## src/rtl/pc_sequencer_pkg.sv

```systemverilog
// Shared definitions for the fetch-PC sequencer: NPC control codes,
// fetch FSM state encodings and the architectural reset vector.
package pc_sequencer_pkg;

   // NPC control codes carried by the instruction in D
   localparam logic [3:0] NPC_NONE = 4'd0;
   localparam logic [3:0] NPC_beq  = 4'd1;
   localparam logic [3:0] NPC_bne  = 4'd2;
   localparam logic [3:0] NPC_blez = 4'd3;
   localparam logic [3:0] NPC_bgtz = 4'd4;
   localparam logic [3:0] NPC_bltz = 4'd5;
   localparam logic [3:0] NPC_bgez = 4'd6;
   localparam logic [3:0] NPC_j    = 4'd7;
   localparam logic [3:0] NPC_jal  = 4'd8;
   localparam logic [3:0] NPC_jr   = 4'd9;

   // Fetch FSM states
   localparam logic [1:0] S_IDLE = 2'd0;
   localparam logic [1:0] S_REQ  = 2'd1;
   localparam logic [1:0] S_HOLD = 2'd2;

   // PC loaded on reset
   localparam logic [31:0] RESET_PC = 32'h0000_3000;

endpackage

```

## src/rtl/pc_sequencer_sel_mux.sv

```systemverilog
// Next-PC priority selector: redirect beats branch/jump target beats PC+4.
module pc_sel_mux (
   input  logic        redir_valid_i,
   input  logic [31:0] redir_pc_i,
   input  logic [3:0]  branch_i,
   input  logic [31:0] next_pc_i,
   input  logic [31:0] pc4_i,
   output logic [31:0] sel_o
);
   import pc_sequencer_pkg::*;

   // Fixed priority; targets pass through unaligned so the exception logic sees them
   always_comb begin
      sel_o = pc4_i;
      if (redir_valid_i)
         sel_o = redir_pc_i;
      else if (branch_i != NPC_NONE)
         sel_o = next_pc_i;
   end

endmodule

```

## src/rtl/pc_sequencer.sv

```systemverilog
// Architectural PC owner and instruction-fetch sequencer. Issues one
// req/ack fetch per instruction, presents the result to the F/D register
// and steps the PC once D accepts it (or on an exception/eret redirect).
module pc_sequencer #(
   parameter logic [31:0] RESET_PC = pc_sequencer_pkg::RESET_PC
) (
   input  logic        clk,
   input  logic        reset,
   input  logic        i_stall,
   input  logic [3:0]  i_branch,
   input  logic [31:0] i_nextPC,
   input  logic        i_redir_valid,
   input  logic [31:0] i_redir_pc,
   input  logic        i_imem_ack,
   input  logic [31:0] i_imem_rdata,
   output logic        o_imem_req,
   output logic [31:0] o_imem_addr,
   output logic [31:0] o_PC_F,
   output logic [31:0] o_PC4_F,
   output logic [31:0] o_instr_F,
   output logic        o_valid_F
);
   import pc_sequencer_pkg::*;

   logic [1:0]  state_q, state_d;
   logic [31:0] pc_q, pc_d;
   logic [31:0] instr_q, instr_d;
   logic        valid_q, valid_d;
   logic        pend_valid_q, pend_valid_d;
   logic [31:0] pend_pc_q, pend_pc_d;
   logic [31:0] pc4;
   logic [31:0] sel_pc;

   assign pc4 = pc_q + 32'd4;

   pc_sel_mux u_sel (
      .redir_valid_i (i_redir_valid),
      .redir_pc_i    (i_redir_pc),
      .branch_i      (i_branch),
      .next_pc_i     (i_nextPC),
      .pc4_i         (pc4),
      .sel_o         (sel_pc)
   );

   // Fetch FSM next-state: the request address stays at pc_q until ack, so
   // redirects seen mid-fetch are parked and applied when the ack arrives
   always_comb begin
      state_d      = state_q;
      pc_d         = pc_q;
      instr_d      = instr_q;
      valid_d      = valid_q;
      pend_valid_d = pend_valid_q;
      pend_pc_d    = pend_pc_q;
      case (state_q)
         S_IDLE: begin
            state_d = S_REQ;
            if (i_redir_valid) pc_d = i_redir_pc;
         end
         S_REQ: begin
            valid_d = 1'b0;
            if (i_redir_valid) begin
               pend_valid_d = 1'b1;
               pend_pc_d    = i_redir_pc;
            end
            if (i_imem_ack) begin
               if (pend_valid_q || i_redir_valid) begin
                  // wrong-path data: drop it and refetch from the redirect target
                  pc_d         = i_redir_valid ? i_redir_pc : pend_pc_q;
                  pend_valid_d = 1'b0;
               end else begin
                  instr_d = i_imem_rdata;
                  valid_d = 1'b1;
                  state_d = S_HOLD;
               end
            end
         end
         S_HOLD: begin
            // redirect flushes the held instruction even under stall
            if (i_redir_valid || !i_stall) begin
               pc_d    = sel_pc;
               valid_d = 1'b0;
               state_d = S_REQ;
            end
         end
         default: state_d = S_IDLE;
      endcase
   end

   // State registers with synchronous active-low reset
   always_ff @(posedge clk) begin
      if (!reset) begin
         state_q      <= S_IDLE;
         pc_q         <= RESET_PC;
         instr_q      <= 32'd0;
         valid_q      <= 1'b0;
         pend_valid_q <= 1'b0;
         pend_pc_q    <= 32'd0;
      end else begin
         state_q      <= state_d;
         pc_q         <= pc_d;
         instr_q      <= instr_d;
         valid_q      <= valid_d;
         pend_valid_q <= pend_valid_d;
         pend_pc_q    <= pend_pc_d;
      end
   end

   assign o_imem_req  = (state_q == S_REQ);
   assign o_imem_addr = pc_q;
   assign o_PC_F      = pc_q;
   assign o_PC4_F     = pc4;
   assign o_instr_F   = instr_q;
   assign o_valid_F   = valid_q;

endmodule

```

## config.mk

```make
export PLATFORM = sky130hd
export DESIGN_NAME = pc_sequencer
export DESIGN_NICKNAME = d
export VERILOG_FILES = /design/src/rtl/pc_sequencer_pkg.sv /design/src/rtl/pc_sequencer_sel_mux.sv /design/src/rtl/pc_sequencer.sv
export SDC_FILE = /design/constraint.sdc
export NUM_CORES = 1
export LEC_CHECK = 0
export BUFFER_PORTS_ARGS = -buffer_cell sky130_fd_sc_hd__clkbuf_2
export CAP_MARGIN = 20
export CORE_UTILIZATION = 45
export DETAILED_ROUTE_END_ITERATION = 10
export PLACE_DENSITY_LB_ADDON = 0.3
export SLEW_MARGIN = 20
export SYNTH_ARGS = -nofsm -noshare
export SYNTH_HDL_FRONTEND = slang
export SYNTH_SLANG_ARGS = --single-unit
```

## constraint.sdc

```tcl
create_clock -name clk -period 2.3 [get_ports clk]
set_clock_uncertainty 0.15 [all_clocks]
set_input_delay 0 -clock clk [delete_from_list [all_inputs] [get_ports clk]]
set_output_delay 0 -clock clk [all_outputs]
set_load 0.01 [all_outputs]
```

; After elaboration in Yosys (flattened, before gate mapping)
; Index checks and enable logic that the tools add are counted.
[word_totals]
register_bits = 100
latchBits = 0
ram_bits = 0
rom_bits = 0
output_inout_bits = 130
word_cells = 45
mem_count = 0
[op_classes]
add_sub_neg = 1
multipliers = 0
div = 0
magnitude_cmp = 0
eq_ne = 7
shifts = 0
n_mux = 19
bitwise = 1
n_reduce_logical = 11
[op_table]
columns = cell, n
row1 = $mux 32, 7
row2 = $pmux 32 s3, 1
row3 = $add 32x3->32 const B, 1
row4 = $ne 2x2->1 const B, 4
row5 = $mux 1, 6
row6 = $mux 2, 3
row7 = $pmux 2 s3, 1
row8 = $reduce_and 3->1, 2
row9 = $reduce_and 5->1, 1
row10 = $reduce_bool 4->1, 1
row11 = $reduce_bool 3->1, 1
row12 = $eq 2x1->1 const B, 1
row13 = $eq 2x2->1 const B, 1
row14 = $logic_not 2->1, 1
row15 = $logic_or 1x1->1, 2
row16 = $ne 2x1->1 const B, 1
row17 = $pmux 1 s2, 1
row18 = $reduce_and 2->1, 1
row19 = $reduce_bool 2->1, 1
row20 = $logic_not 1->1, 1
row21 = $not 1->1, 1

; Depth between registers and ports, before layout
; Gate-level depths: netlist of the first run.
[depth]
depth_word = 5
mapped_depth = 11

; By module
; A second synthesis of the first run with hierarchy kept.
[unflattened]
cells_unflattened = 743
hier_area_um2 = 5925.7
[modules_own_cells]
columns = mod, n_inst, cells_per_inst, area_per_inst_um2, seq_area_each_um2
row1 = pc_sequencer, 1, 636, 5243.8, 2001.9
row2 = pc_sel_mux, 1, 107, 681.9, 0.0

; Worst setup path before layout of the first run
; Ideal clock, no wire load.
[synth_path]
path_type = register -> register
from = register state_q[0]
to = register pc_q[17], in the netlist o_PC_F[17]
setup_time_ns = 0.135
arrival_time_ns = 1.974
slack_ns = 0.041
stages_incl_launch_ff = 11
synth_period_minus_slack_ns = 2.259
cell_sequence = dfxtp_1 inv_1 ha_1 buf_2 nor2b_1 buf_2 a221o_1 buf_2 or4_1 o21ai_0 a311oi_1
[synth_via]
elab_chain_len = 3
word_cells_on_any_way = 10
cone_classes = 6 x eq/ne / 1 x mux / 3 x reduce/logical
[synth_lines]
columns = item, line_no
row1 = start: declaration, pc_sequencer.sv:25  ; logic [1:0] state_q, state_d;
row2 = start signal: assignment, pc_sequencer.sv:99  ; state_q <= state_d;
row3 = $eq 2x1->1 (tied with other cells), pc_sequencer.sv:54  ; case (state_q)
row4 = $ne 2x1->1 (no line) (tied with other cells), --
row5 = $reduce_and 5->1 (no line), --
row6 = end signal: assignment, pc_sequencer.sv:100  ; pc_q <= pc_d;
row7 = end: declaration, pc_sequencer.sv:26  ; logic [31:0] pc_q, pc_d;
; Several ways; a longest one is shown, not always the timed one.
; A chain may end at the register's enable or synchronous reset.

; Worst setup path after layout of the first run
[layout_path]
from = register pc_q[22], in the netlist o_PC_F[22]
to = register pc_q[31], in the netlist o_PC_F[31]
[layout_via]
elab_chain_len = 5
[layout_lines]
columns = item, line_no
row1 = $add 32x3->32, pc_sequencer.sv:34  ; assign pc4 = pc_q + 32'd4;
row2 = $mux 32, pc_sequencer_sel_mux.sv:17  ; else if (branch_i != NPC_NONE)
row3 = $mux 32, pc_sequencer_sel_mux.sv:15  ; if (redir_valid_i)
row4 = $mux 32, pc_sequencer.sv:79  ; if (i_redir_valid || !i_stall) begin
row5 = $pmux 32 s3, pc_sequencer.sv:54
; Every way passes these cells. The select of a mux whose other input is x is not followed.

==> qor.txt, run 1 <==
Number of antenna diodes: 0
Number of distinct library cells after synthesis: 67
Peak supply drop: 0.434 mV
Outcome: complete, but fails checks
Fraction of the yosys area taken by sequential cells: 33.4%
Die width: 117 um
Worst setup timing slack at the placement stage: 0.0951 ns
Proportion of layout cells with a drive suffix above 1: 34.2%
Xor/xnor share of the synthesized area: 2.92%
Number of buffers and inverters on the critical path: 2
Proportion of synthesized flip-flops having asynchronous set or reset: 0%
Setup violations, final: 2
Setup TNS Final: -0.0190 ns
Pin count of the biggest net entering global routing: 45
Complex-gate fraction of the synthesized area: 26.5%
Die area: 13800 sq um
Hold slack: 0.0128 ns
Num ports: 235
Tot GR Track Use: 31.6%
Static Leak: 3.77 nW
Number of antenna violations at the first check in global routing: 0
Routed wirelength normalized by instance count: 17.6 um
Global placer's final weighted congestion: 0.959
Library cell occupying the most area in the post-synthesis netlist: dfxtp_1
Count of cells along the worst register-to-register path: 7
Number of placement rows: 41
Synthesized-area fraction occupied by adder cells: 1.04%
Arrival time at the worst endpoint: 2.40 ns
Wire length of the first global-routing pass: 35.2 mm
Pins Over Slew Limit: 0
Synthesized netlist cell count: 797
Int Pwr: 0.00360 W
Path category of the worst min-delay check: input port to flop
Switch Pwr: 0.00207 W
Worst-case hold path end point: o_PC_F[3]$_SDFFE_PN0P_
Post-synthesis mux area share: 2.84%
Share of power burned in registers: 36.2%
Clock transition at the registers of the reported paths: 0.07 ns
Area of the placeable core: 12800 sq um
Top FF cell, synth: dfxtp_1
Reg2Reg Capture Point: o_PC_F[31]$_SDFFE_PN0P_
Final net count: 1221
Number of DRC markers in iteration 0: 764
Register-to-Register Setup Slack: -0.01 ns
Sum of overflow across all layers after global routing: 0
Final worst path period share: 100%
Series of cell instances along the critical path: nand4_1, nor4_4, buf_4, nand4b_1, buf_4, a32o_1, a22o_1
Commonest cells in the netlist: nand2_1 (173), dfxtp_1 (100), a21oi_1 (91)
Final Hold Violating Endpoints: 0
Area of the mapped netlist: 5990 sq um
Critical Path Most Common Cell: buf_4
Relative slew margins: 71.5%
Final min period: 2.31 ns
Synthesis Warnings: 0
Switch share: 36.5%
Final cell count without fillers: 1287
Slew @ Worst Pin: 0.426 ns
DIE HEIGHT: 117 um
Crit path capture type: flop
Number of H-tree branching levels: 3
HPWL after detailed placement: 15.4 mm
DRC violation count after routing: 0
Number of enable flip-flop cells after synthesis: 0
Critical Path Slowest Stage Cell: dfxtp_1
Number of placed instances with taps included: 1185
Instance count on the critical path: 7
Setup CP Type: flop to flop
Buffer depth of the longest clock path: 2
Relative contribution of combinational cells to total power: 38.7%
Starting density of the core: 46.7%
R2r startpoint: o_PC_F[22]$_SDFFE_PN0P_
Synth top area share: 33.4%
Number of global-route vias before repair: 6881
Clock root buffer: clkbuf_16
Dominant cells by area after synthesis: dfxtp_1 (33%), nand2_1 (11%), a21oi_1 (7.6%), buf_4 (4.3%), clkbuf_1 (2.9%)
Part of the power in the clock network: 25.0%
Routed via count: 7378
Most used standard cell by instance count after synthesis: nand2_1
Worst Hold Path Cells: 5
Start point of the worst min-delay path: i_nextPC[3]
Kind of start point of the critical path: flop
Clock sink count: 100
Simple-gate portion of the synthesized area: 24.2%
Synthesized area divided by synthesized cell count: 7.52 sq um
Post-placement cell area: 7510 sq um
Setup repair after global routing missed its margin: true
CP Data Required Time: 2.39 ns
Power density relative to cell area: 649 nW/um^2
Source-to-sink clock delay at the later pin of the worst-skew pair: 0.35 ns
Post-Layout Inst Area: 8730 sq um
Biggest cell delay along the critical path: 0.37 ns
Synthesized Nets: 907
Highest clock frequency the design can meet: 0.433 GHz
Relative area change from synthesis to final layout: 45.7%
Violations in the final reports: setup timing
Smallest setup slack after layout: -0.0114 ns
Largest delay share family, worst path: simple AND/OR/NAND/NOR gates
Count of maximum capacitance violations: 0
Dominant combinational cell family by area after synthesis: compound AO/OA/AOI/OAI gates
TritonCTS buffer count: 9
Via-per-instance ratio: 5.73
IO Port Bufs: 234
Remaining number of nets flagged by the antenna check after routing: 0
Seq cells post-synth: 100
Wire length reported by the detailed router: 22.7 mm
Detailed-router iteration count before antenna repair: 6
Crit Path Max Fanout: 7
Clock tree from TritonCTS: done
==> worst max path at each step <==
stage | from | endpoint | slack (ns)
6_report | o_PC_F[22]$_SDFFE_PN0P_ | o_PC_F[31]$_SDFFE_PN0P_ | -0.01
2_1_floorplan | state_q[0]$_SDFFE_PN0P_ | o_PC_F[17]$_SDFFE_PN0P_ | 0.04
4_1_cts | state_q[0]$_SDFFE_PN0P_ | o_PC_F[17]$_SDFFE_PN0P_ | 0.01
5_1_grt | state_q[1]$_SDFFE_PN0P_ | o_PC_F[30]$_SDFFE_PN0P_ | -0.08
3_3_place_gp | state_q[0]$_SDFFE_PN0P_ | o_PC_F[13]$_SDFFE_PN1P_ | 0.15
3_5_place_dp | state_q[0]$_SDFFE_PN0P_ | o_PC_F[13]$_SDFFE_PN1P_ | 0.1
==> flip-flops by register name, summed over array words and instances (netlist names) <==
signal	count
o_PC_F	32
o_instr_F	32
o_valid_F	1
pend_pc_q	32
pend_valid_q	1
state_q	2
==> power groups by stage <==
stage	logic, W	registers, W	clock network (W)
4_1_cts	0.00208	0.00205	0.00144
3_3_place_gp	0.00195	0.00208	0
6_report	0.00220	0.00206	0.00142
5_1_grt	0.00236	0.00208	0.00151
3_5_place_dp	0.00197	0.00208	0
2_1_floorplan	0.00110	0.00218	0
==> worst min-delay path, cell delays in order <==
cell and delay (ns):
clkbuf_2 0.07, mux2i_1 0.06, o22ai_1 0.15, a221oi_1 0.09
nor2_1 0.10
==> repair_timing <==
| item | in CTS | in global routing |
|---|---|---|
| endpoints found under the hold margin | 94 | 0 |
| resized for setup | 1 | 32 |
| hold buffers | 74 | 0 |
| pin swaps | 1 | 8 |
| buffers inserted | 2 | 12 |
| endpoints found under the setup margin | 4 | 33 |
==> cell families after synthesis <==
kind of cell,after synthesis
compound gates,236
mux,16
xor+xnor,20
simple gates,312
buf+inv,108
flops,100
fa+ha+maj,5
==> per-stage QoR <==
stage / total power (W) / util, %
floorplan: 0.00328 / -
global placement: 0.00403 / 58.5
detailed placement: 0.00405 / 58.5
CTS: 0.00556 / 66.6
global route: 0.00594 / 68.1
finish: 0.00567 / 68.1
==> metal layers <==
layer,vias to the layer above,share of wire (%),GRT usage (%)
met4,0,2.9,13.6
met3,69,9.9,6.91
li1,3468,-,-
met1,3372,41,40.4
met2,469,46,50.9
met5,-,0,0
==> placed cells by master (no fill, tap or decap), types with 9 or more instances in the layout <==
cell type	count
clkbuf_2	233
nand2_1	173
dfxtp_1	97
a21oi_1	91
buf_4	82
dlygate4sd3_1	74
nor2_1	46
o21ai_0	25
nand3_1	14
xnor2_1	12
a221oi_1	12
inv_1	11
nor3_1	11
nor4_1	10
a22o_1	10
clkbuf_16	9
==> layout make-up <==
cell class              count  area [sq um]
well taps                 172           215
clock inverters             5          40.0
repair buffers            398          2650
clock buffers              10           229
fillers                  1071          4090
multi-input cells         589          3540
inverters                  13          52.6
flip-flops and latches    100          2010
(Power assumes the default switching activity.)
==> inputs of run 2 (changes only) <==
--- a/config.mk
+++ b/config.mk
@@ -7,9 +7,11 @@
 export LEC_CHECK = 0
 export BUFFER_PORTS_ARGS = -buffer_cell sky130_fd_sc_hd__clkbuf_2
 export CAP_MARGIN = 20
+export CORE_ASPECT_RATIO = 2
 export CORE_UTILIZATION = 45
 export DETAILED_ROUTE_END_ITERATION = 10
 export PLACE_DENSITY_LB_ADDON = 0.3
+export SKIP_LAST_GASP = 1
 export SLEW_MARGIN = 20
 export SYNTH_ARGS = -nofsm -noshare
 export SYNTH_HDL_FRONTEND = slang
==> run 2 against run 1 <==
Hold slack better by 0.014 ns. Via count is 0.62% lower. First-iteration DRC count is 6.7% higher. Final area is 0.79% lower. Total power is 0.88% higher. Sequential power hardly changed. Die area is 0.20% higher. Sequential share of layout area is 0.15 points higher. Highest routed layer unchanged. Largest power group unchanged. The run still ends with setup timing left. Combinational power hardly changed. Largest cell class unchanged. Critical endpoint is now o_PC_F[17]$_SDFFE_PN0P_. Clock power is 6% higher. Cell count is 2.5% lower.
==> qor.txt, run 2 (synthesis gave the netlist of run 1 again) <==
Buffer depth of the longest clock path: 2 (unchanged)
Final min period: 2.33 ns (was 2.31 ns)
IO Port Bufs: 234 (unchanged)
Post-placement cell area: 7460 sq um (was 7510 sq um)
Start point of the worst min-delay path: i_nextPC[3] (unchanged)
Num ports: 235 (unchanged)
Via-per-instance ratio: 5.84 (was 5.73)
Pins Over Slew Limit: 0 (unchanged)
Die area: 13800 sq um (about the same)
Wire length reported by the detailed router: 22.0 mm (was 22.7 mm)
Critical Path Slowest Stage Cell: a221o_2 (was dfxtp_1)
Number of antenna violations at the first check in global routing: 0 (unchanged)
Setup CP Type: flop to flop (unchanged)
TritonCTS buffer count: 9 (unchanged)
DRC violation count after routing: 0 (unchanged)
Arrival time at the worst endpoint: 2.41 ns (was 2.40 ns)
Leading cell type in the layout, fill and taps excluded: clkbuf_2 (unchanged)
Setup repair after global routing missed its margin: true (unchanged)
Worst setup timing slack at the placement stage: 0.0473 ns (was 0.0951 ns)
Source-to-sink clock delay at the later pin of the worst-skew pair: 0.35 ns (about the same)
DIE HEIGHT: 165 um (was 117 um)
Number of placement rows: 59 (was 41)
Remaining number of nets flagged by the antenna check after routing: 0 (unchanged)
Number of DRC markers in iteration 0: 815 (was 764)
Final Hold Violating Endpoints: 0 (unchanged)
Slew @ Worst Pin: 0.448 ns (was 0.426 ns)
Peak supply drop: 0.464 mV (was 0.434 mV)
Area of the placeable core: 13000 sq um (was 12800 sq um)
Reg2Reg Capture Point: o_PC_F[17]$_SDFFE_PN0P_ (was o_PC_F[31]$_SDFFE_PN0P_)
Register-to-Register Setup Slack: -0.03 ns (was -0.01 ns)
Detailed-router iteration count before antenna repair: 7 (was 6)
Clock root buffer: clkbuf_16 (unchanged)
Power density relative to cell area: 660 nW/um^2 (was 649 nW/um^2)
Post-Layout Inst Area: 8660 sq um (was 8730 sq um)
Setup violations, final: 3 (was 2)
Kind of start point of the critical path: flop (unchanged)
Pin count of the biggest net entering global routing: 74 (was 45)
Starting density of the core: 46.1% (was 46.7%)
Tot GR Track Use: 30.4% (was 31.6%)
Wire length on met2: 11.1 mm (was 10.5 mm)
Setup TNS Final: -0.0705 ns (was -0.0190 ns)
Final worst path period share: 101% (was 100%)
Post-layout power: 0.00572 W (was 0.00567 W)
Count of maximum capacitance violations: 0 (unchanged)
Crit path capture type: flop (unchanged)
Relative area change from synthesis to final layout: 44.6% (was 45.7%)
Clock sink count: 100 (unchanged)
Met3 WL post-DR: 1.61 mm (was 2.24 mm)
Smallest setup slack after layout: -0.0336 ns (was -0.0114 ns)
Path category of the worst min-delay check: input port to flop (unchanged)
Number of antenna diodes: 0 (unchanged)
M1 wire length: 8.11 mm (was 9.23 mm)
Clock transition at the registers of the reported paths: 0.07 ns (about the same)
Crit Path Max Fanout: 15 (was 7)
Violations in the final reports: setup timing (unchanged)
Number of global-route vias before repair: 6763 (was 6881)
Highest clock frequency the design can meet: 0.429 GHz (was 0.433 GHz)
Count of cells along the worst register-to-register path: 8 (was 7)
Number of H-tree branching levels: 3 (unchanged)
Series of cell instances along the critical path: inv_1, ha_1, nor2b_2, a221o_2, nor2_4, buf_6, o21ai_0, a311oi_1 (was nand4_1, nor4_4, buf_4, nand4b_1, buf_4, a32o_1, a22o_1)
Worst-case hold path end point: o_PC_F[3]$_SDFFE_PN0P_ (unchanged)
Static Leak: 3.74 nW (was 3.77 nW)
HPWL after detailed placement: 15.5 mm (was 15.4 mm)
Commonest cells after routing, fill and taps aside: clkbuf_2 (233), nand2_1 (173), dfxtp_1 (99), a21oi_1 (91), dlygate4sd3_1 (73) (was clkbuf_2 (233), nand2_1 (173), dfxtp_1 (97), a21oi_1 (91), buf_4 (82))
Final net count: 1208 (was 1221)
Relative slew margins: 70.1% (was 71.5%)
Die width: 83.6 um (was 117 um)
Biggest cell delay along the critical path: 0.42 ns (was 0.37 ns)
Routed wirelength normalized by instance count: 17.5 um (was 17.6 um)
Routed via count: 7332 (was 7378)
Clock tree from TritonCTS: done (unchanged)
Highest Signal Layer: met4 (unchanged)
Proportion of layout cells with a drive suffix above 1: 33.9% (was 34.2%)
Global placer's final weighted congestion: 0.913 (was 0.959)
CP Data Required Time: 2.38 ns (was 2.39 ns)
Worst Hold Path Cells: 5 (unchanged)
Wire length of the first global-routing pass: 33.7 mm (was 35.2 mm)
Final Util: 66.7% (was 68.1%)
R2r startpoint: state_q[0]$_SDFFE_PN0P_ (was o_PC_F[22]$_SDFFE_PN0P_)
Outcome: complete, but fails checks (unchanged)
Sum of overflow across all layers after global routing: 0 (unchanged)
-- run 2: timing repair --
action	in CTS	in global routing
hold endpoints to repair	94	0
endpoints found under the setup margin	6	28
pin swaps	1	6
setup buffers	2	5
gates resized for setup	4	26
gates cloned	0	0
hold buffers	73	0
-- run 2: worst max-delay path by stage --
stage / slack, ns / end / from
after global routing: -0.13 / o_PC_F[17]$_SDFFE_PN0P_ / state_q[0]$_SDFFE_PN0P_
after global placement: 0.07 / o_PC_F[26]$_SDFFE_PN0P_ / o_PC_F[10]$_SDFFE_PN0P_
after detailed placement: 0.05 / o_PC_F[5]$_SDFFE_PN0P_ / state_q[0]$_SDFFE_PN0P_
after floorplan: 0.04 / o_PC_F[17]$_SDFFE_PN0P_ / state_q[0]$_SDFFE_PN0P_
final: -0.03 / o_PC_F[17]$_SDFFE_PN0P_ / state_q[0]$_SDFFE_PN0P_
after CTS: -0.008 / o_PC4_F[26] / o_PC_F[10]$_SDFFE_PN0P_
-- run 2: layout make-up --
type	instances	area [sq um]
Timing Repair Buffer	385	2560
Clock buffer	9	225
Clock inverter	7	72.6
Multi-Input combinational cell	589	3560
Sequential cell	100	2000
Tap cell	152	190
Fill cell	1096	4330
Inverter	13	52.6
-- run 2: critical path: cells and delay by family, from the launching register on --
family | cells | cell delay (ns)
buffers and inverters | 2 | 0.26
AOI/OAI and AO/OA | 3 | 0.89
adders and majority gates | 1 | 0.21
and+or+nand+nor | 2 | 0.33
DFF | 1 | 0.38
-- run 2: report_power, final --
part / internal, W / switching, W
Sequential: 0.00190 / 0.000143
Combinational: 0.000954 / 0.00122
Clock: 0.000763 / 0.000739
Total: 0.00362 / 0.00210
-- run 2: per-layer routing --
layer / vias to the layer above / GRT usage [%]
li1: 3437 / -
met1: 3354 / 34.0
met2: 456 / 53.4
met3: 85 / 4.27
met4: 0 / 20.1
met5: - / 0
-- run 2: through the flow --
step	std cells	hold WS (ns)
after floorplan	797	-0.0140
after global placement	1159	0.0720
after detailed placement	1159	0.0771
after CTS	1250	0.00717
after global routing	1255	0.0522
final	1255	0.0264
